**src/rtl/controle_timeout.sv**
```systemverilog
// controle_timeout: move timer sequencer for an external contador_m.
// Clears the counter at the start of each round, paces its count enable through
// an internal prescaler and watches fim/meio for timeout and half-time alert.
// Consecutive timeouts are counted; MAX_TENT of them lock the block out until
// a new iniciar.
//
// state    | code | meaning
// ---------+------+-----------------------------------------------------
// OCIOSO   |  0   | idle, waiting for iniciar
// PREPARA  |  1   | one cycle: clear counter, prescaler and alerta
// CONTANDO |  2   | timer running, one count pulse every DIV cycles
// PAUSADO  |  3   | timer frozen while pausar is high
// ESTOUROU |  4   | one cycle: timeout pulse, bump tentativas
// ACERTOU  |  5   | one cycle: pronto pulse, clear tentativas
// ESGOTADO |  6   | locked out after MAX_TENT consecutive timeouts
module controle_timeout #(
  parameter int DIV      = 50000,
  parameter int NDIV     = 16,
  parameter int MAX_TENT = 3,
  parameter int NT       = 2
) (
  input  logic          clock,
  input  logic          reset,
  input  logic          iniciar,
  input  logic          pausar,
  input  logic          jogada,
  input  logic          cont_fim,
  input  logic          cont_meio,
  output logic          cont_zera_s,
  output logic          cont_conta,
  output logic          alerta,
  output logic          timeout,
  output logic          pronto,
  output logic          esgotado,
  output logic [NT-1:0] tentativas,
  output logic [2:0]    db_estado
);

  localparam logic [2:0] OCIOSO   = 3'd0;
  localparam logic [2:0] PREPARA  = 3'd1;
  localparam logic [2:0] CONTANDO = 3'd2;
  localparam logic [2:0] PAUSADO  = 3'd3;
  localparam logic [2:0] ESTOUROU = 3'd4;
  localparam logic [2:0] ACERTOU  = 3'd5;
  localparam logic [2:0] ESGOTADO = 3'd6;

  localparam logic [NDIV-1:0] PRESC_MAX = NDIV'(DIV - 1);
  localparam logic [NT:0]     TENT_MAX  = (NT+1)'(MAX_TENT);

  logic [2:0]      estado;
  logic [2:0]      proximo;
  logic [NDIV-1:0] prescaler;
  logic            tick;
  logic [NT:0]     tent_inc;

  // Tick marks the last prescaler cycle of a counter period while running.
  assign tick     = (estado == CONTANDO) && (prescaler == PRESC_MAX);
  assign tent_inc = {1'b0, tentativas} + (NT+1)'(1);

  // Next-state decode; in CONTANDO jogada outranks a restart, which outranks
  // an expiring tick, which outranks a pause request.
  always_comb begin
    proximo = estado;
    case (estado)
      OCIOSO: begin
        if (iniciar) proximo = PREPARA;
      end
      PREPARA: begin
        proximo = CONTANDO;
      end
      CONTANDO: begin
        if (jogada)                proximo = ACERTOU;
        else if (iniciar)          proximo = PREPARA;
        else if (tick && cont_fim) proximo = ESTOUROU;
        else if (pausar)           proximo = PAUSADO;
      end
      PAUSADO: begin
        if (iniciar)      proximo = PREPARA;
        else if (!pausar) proximo = CONTANDO;
      end
      ESTOUROU: begin
        if (tent_inc == TENT_MAX) proximo = ESGOTADO;
        else                      proximo = PREPARA;
      end
      ACERTOU: begin
        proximo = OCIOSO;
      end
      ESGOTADO: begin
        if (iniciar) proximo = PREPARA;
      end
      default: begin
        proximo = OCIOSO;
      end
    endcase
  end

  // State register.
  always_ff @(posedge clock) begin
    if (reset) estado <= OCIOSO;
    else       estado <= proximo;
  end

  // Prescaler: cleared on round start, runs only in CONTANDO, holds elsewhere.
  always_ff @(posedge clock) begin
    if (reset) begin
      prescaler <= '0;
    end else begin
      case (estado)
        PREPARA: prescaler <= '0;
        CONTANDO: begin
          if (prescaler == PRESC_MAX) prescaler <= '0;
          else                        prescaler <= prescaler + NDIV'(1);
        end
        default: prescaler <= prescaler;
      endcase
    end
  end

  // Consecutive timeout count; any accepted move or a restart from lock-out clears it.
  always_ff @(posedge clock) begin
    if (reset) begin
      tentativas <= '0;
    end else begin
      case (estado)
        ESTOUROU: tentativas <= tent_inc[NT-1:0];
        ACERTOU:  tentativas <= '0;
        ESGOTADO: if (iniciar) tentativas <= '0;
        default:  tentativas <= tentativas;
      endcase
    end
  end

  // Half-time alert: set from the counter's meio flag while running, sticky
  // until the next round starts or the block goes idle.
  always_ff @(posedge clock) begin
    if (reset) begin
      alerta <= 1'b0;
    end else begin
      case (estado)
        OCIOSO, PREPARA, ACERTOU: alerta <= 1'b0;
        CONTANDO: if (cont_meio) alerta <= 1'b1;
        default: alerta <= alerta;
      endcase
    end
  end

  // Output decode. cont_zera_s also follows reset so the counter is cleared
  // on the same edge as this block. The count pulse is suppressed when the
  // counter already sits at fim, so the expiring tick never wraps it; fim is
  // itself a registered counter output, so no loop is formed.
  always_comb begin
    cont_zera_s = reset || (estado == PREPARA);
    cont_conta  = tick && !cont_fim;
    timeout     = (estado == ESTOUROU);
    pronto      = (estado == ACERTOU);
    esgotado    = (estado == ESGOTADO);
    db_estado   = estado;
  end

endmodule

```
**config.mk**
```make
export PLATFORM = sky130hd
export DESIGN_NAME = controle_timeout
export DESIGN_NICKNAME = d
export VERILOG_FILES = /design/src/rtl/controle_timeout.sv
export SDC_FILE = /design/constraint.sdc
export NUM_CORES = 1
export LEC_CHECK = 0
export CORE_ASPECT_RATIO = 0.6
export CORE_UTILIZATION = 35
export DETAILED_ROUTE_END_ITERATION = 6
export GPL_ROUTABILITY_DRIVEN = 0
export GPL_TIMING_DRIVEN = 0
export PLACE_DENSITY = 0.52
export SYNTH_ARGS = -nofsm -noshare
export SYNTH_HDL_FRONTEND = slang
export SYNTH_SLANG_ARGS = --single-unit
```
**constraint.sdc**
```tcl
create_clock -name clock -period 3.6 [get_ports clock]
set_input_delay 1.08 -clock clock [delete_from_list [all_inputs] [get_ports clock]]
set_output_delay 1.08 -clock clock [all_outputs]
set_load 0.01 [all_outputs]
```
# Yosys cells after proc, flatten, opt, wreduce, memory -nomap -nowiden
# Index checks and enable logic that the tools add are counted.
[word_totals]
regBits = 22
latchBits = 0
ramBits = 0
mem_bits_ro = 0
in_bits = 7
output_inout_bits = 11
elab_cells = 48
n_memories = 0
[classes]
n_addsub = 2
n_mul = 0
div_mod_pow = 0
magnitude_cmp = 0
eq_ne = 13
shifts = 0
muxes = 15
bitwise = 0
reduce_logical = 14
[ops]
columns = ["op", "count"]
rows = [
  ["$pmux 16 s2", 1],
  ["$mux 3", 8],
  ["$add 16x1->16 const B", 1],
  ["$eq 16x16->1 const B", 1],
  ["$mux 16", 1],
  ["$pmux 3 s5", 1],
  ["$eq 3x2->1 const B", 3],
  ["$eq 3x3->1 const B", 3],
  ["$pmux 2 s3", 1],
  ["$ne 5x4->1 const B", 1],
  ["$ne 2x2->1 const B", 2],
  ["$reduce_and 2->1", 2],
  ["$reduce_bool 2->1", 2],
  ["$add 2x1->3 const B", 1],
  ["$eq 3x1->1 const B", 1],
  ["$logic_and 1x1->1", 3],
  ["$logic_not 3->1", 1],
  ["$ne 3x3->1 const B", 1],
  ["$reduce_and 3->1", 1],
  ["$reduce_bool 3->1", 1],
  ["$reduce_or 3->1", 1],
  ["$mux 2", 1],
  ["$ne 2x1->1 const B", 1],
  ["$pmux 1 s2", 1],
  ["4 further kinds", 4],
]

# Depth between registers and ports, before layout
[logic_depth]
word_depth = 7
ltp_mapped = 7
mapped_depth_nobuf = 6

# Worst setup path after synthesis
# Ideal clock, no wire load.
[synth_path]
kind = "reg-to-output"
from = "register prescaler[12]"
to = "output port cont_conta"
arrival_time_ps = 1449
required_ps = 2520
setup_slack_ps = 1071
stages_incl_launch_ff = 5
n_path_buf = 0
path_cell_list = "dfxtp_1 > or4b_4 > nor3_1 > nand4b_1 > nor3_1"
[synth_between]
elab_chain_cells = 3
[synth_lines]
columns = ["element", "line", "text"]
rows = [
  ["start: declaration", "52", "logic [NDIV-1:0] prescaler;"],
  ["start signal: assignment", "112", "else prescaler <= prescaler + NDIV'(1);"],
  ["start signal: assignment", "114", "default: prescaler <= prescaler;"],
  ["$eq 16x16->1", "57", "assign tick = (estado == CONTANDO) && (prescaler == PRESC_MAX);"],
  ["$logic_and 1x1->1", "57", ""],
  ["$logic_and 1x1->1", "153", "cont_conta = tick && !cont_fim;"],
  ["end: declaration", "30", "output logic cont_conta,"],
]
# Every way passes these cells.

# Worst setup path in the final report
[layout_path]
from = "input port reset"
to = "output port cont_zera_s"
[layout_between]
elab_chain_cells = 1
[layout_lines]
columns = ["element", "line", "text"]
rows = [
  ["start: declaration", "23", "input logic reset,"],
  ["$logic_or 1x1->1", "152", "cont_zera_s = reset || (estado == PREPARA);"],
  ["end: declaration", "29", "output logic cont_zera_s,"],
]
# Every way passes these cells.

==> impl_metrics.yaml <==
pwr:
  power_leakage_nw: 0.608
  seqPwrFrac_pct: 37.8
  ir_drop_uv: 155
  pwr_density_cell_nw_per_um2: 414
  p_sw_share_pct: 34.8
  combPwrFrac_pct: 36.3
  power_mw: 0.712
  internal_power_mw: 0.464
  p_switching_mw: 0.247
  pwr-share-clk_pct: 25.9
logic_synthesis:
  yosysTopAreaCell: "dfxtp_1"
  synth_common_cells: "22 x dfxtp_1, 14 x nor2_1, 8 x inv_1, 8 x nor3_1, 8 x o31ai_1"
  yosysMostFrequentCell: "dfxtp_1"
  postSynthAreaPerCell_um2: 8.35
  synth_fp_nets: 181
  ys_seq_elements: 22
  ys_seq_area_share_pct: 30.7
  synth_cell_types: 54
  synth_enable_flop_cells: 0
  async_flop_share_pct: 0
  synth_top_area_share_pct: 30.7
  synthCells: 172
  synth_ff_type: "dfxtp_1"
  yosys_warnings: 0
  syn_area_um2: 1440
  synth_area_leaders: "dfxtp_1 31%, o31ai_1 4.2%, nor2_1 3.7%"
worst_setup_path:
  cp.required_ns: 2.52
  cp_cell_sequence: "clkdlybuf4s50_1 > inv_1 > o31ai_1 > clkdlybuf4s50_1"
  arrival_ns: 2.32
  worstSetupStartpointType: "primary input"
  critPathMaxFanout: 3
  critical-path-top-delay-family: "buffers and inverters"
  criticalPathCategory: "primary input to output pin"
  critPathMaxStageDelay_ns: 0.57
  cp.depth: 4
  setup.worst_path.end_class: "output pin"
  r2r.worst_path.cells: 6
  cpMostUsedCell: "clkdlybuf4s50_1"
  slowest_stage: "clkdlybuf4s50_1"
  cp_num_buf_inv: 3
placement:
  post-dp-hpwl_um: 3040
  pre_cts_ws_ns: 0.194
  placed_cell_area_um2: 1670
  port_buffers: 17
  place_inst: 236
floorplan:
  die_x_um: 84.7
  ios: 18
  die_height_um: 51.6
  core_area_um2: 3790
  die_area_um2: 4370
  initial_core_util_pct: 37.9
  row_count: 17
timing:
  hold_ws_ns: 0.483
  skew_ns: 0.00233
  maxSlewViolCount: 0
  tns_ns: 0
  rsz0062_at_grt: "false"
  finalHoldViolCount: 0
  post-route-period-util_pct: 94.4
  setup_viol: 0
  slew_headroom_pct: 62.3
  post-route-min-period_ns: 3.40
  setup_ws_ns: 0.200
  fmax_mhz: 294
  tightest_slew_ns: 0.561
grt:
  grt_overflow_total: 0
  gr-usage-met2_pct: 26.0
  grtUsageMet3_pct: 5.40
  grt_pass1_wl_um: 6620
  busiest_layer: "met1"
  grt_max_degree: 13
  antenna_found_initial: 0
  use_met1_pct: 31.3
  grt_use_total_pct: 19.9
  grt_pass1_vias: 1255
route:
  dr.pass1.iters: 4
  via_per_inst: 5.90
  postRouteAntennaNets: 0
  drtIter0Drc: 125
  drt-total-wl_um: 3880
  route.detailed.drc: 0
  post_drt_wl_per_cell_um: 16.2
  routed-via-count: 1416
cts:
  cts_max_level: 1
  clock_latency_ns: 0.27
  cts_setup_buffers: 0
  clk_pin_slew_worst_paths_ns: 0.08
  numClockSinks: 22
  cts_root_buf: "clkbuf_8"
  holdBufCountCts: 0
  cts_resized: 0
  numCtsBuffers: 3
  cts_tree: "built"
  clockBufferDepth: 2
final_layout:
  n_antenna_cell: 0
  nNetsFinal: 203
  final_core_util_pct: 45.4
  finalNonFillerCells: 240
  layout-drive-gt1-share_pct: 8.29
  area_growth_syn_to_layout_pct: 19.8
  final_area_um2: 1720
hold_path:
  min_path_cells: 2
  hold_class: "flop to flop"
outcome:
  status: "complete, no violations"
flow_run:
  max_cap_viol_count: 0
sequential cells by signal (all words and copies together) (netlist names):
name / cells
tentativas: 2
prescaler: 16
db_estado: 3
alerta: 1
final cells by class:
cell class	instances	area, µm²
clock buffer	4	55.1
tap	47	58.8
multi-input combinational	131	915
timing repair buffer	17	170
fill	374	2070
inverter	8	30.0
sequential	22	440
buffer	11	51.3
worst min-delay path, stage by stage, from the launching register on:
cell and delay (ns):
dfxtp_1 0.31, o21ai_0 0.07, a21oi_1 0.06
power by group through the flow:
stage	logic, mW	clock network [mW]	registers [mW]
after global routing	0.285	0.203	0.272
after CTS	0.257	0.188	0.269
after floorplan	0.168	0	0.278
final	0.258	0.184	0.269
after detailed placement	0.254	0	0.275
after global placement	0.256	0	0.274
cells by family (layout without fill, tap and decap cells):
family | count (synthesis) | in the layout | synth area share, %
XOR/XNOR | 3 | 3 | 1.83
AND/OR/NAND/NOR | 76 | 76 | 33.5
flip-flops | 22 | 22 | 30.7
multiplexers | 1 | 1 | 0.697
AO/OA/AOI/OAI | 49 | 49 | 25.9
adder cells (fa/ha/maj) | 2 | 2 | 1.74
buffers and inverters | 19 | 40 | 5.66
placed cells by master, fill, tap and decap left out, drive strengths merged, types with 2 or more instances in the layout:
| cell | n |
|---|---|
| ha | 2 |
| a21oi | 6 |
| clkbuf | 11 |
| nand4 | 4 |
| a21o | 2 |
| buf | 4 |
| nor2 | 14 |
| nand4b | 2 |
| nor4b | 3 |
| nand3 | 7 |
| o21ai | 6 |
| xnor2 | 2 |
| or3 | 2 |
| o311ai | 3 |
| o31ai | 8 |
| dfxtp | 22 |
| or4 | 2 |
| nor3 | 8 |
| a22o | 6 |
| nor2b | 2 |
| inv | 8 |
| nand2b | 4 |
| or4b | 3 |
| and3 | 6 |
| nor4 | 8 |
| clkdlybuf4s50 | 17 |
| nand2 | 6 |
| o21a | 4 |
worst paths after layout:
check	slack [ns]	to	startpoint
max reg2reg	1.45	prescaler[15]$_SDFFE_PP0P_	prescaler[0]$_SDFFE_PP0P_
min	0.48	alerta$_SDFFE_PP0P_	alerta$_SDFFE_PP0P_
min reg2reg	0.48	alerta$_SDFFE_PP0P_	alerta$_SDFFE_PP0P_
max	0.20	cont_zera_s	reset
routing by layer:
metal | vias up | wire length, µm
met3 | 2 | 313
met1 | 659 | 2150
met4 | 0 | 16
li1 | 706 | -
met5 | - | 0
met2 | 49 | 1390
No activity file was read; power rests on OpenSTA's default activity.
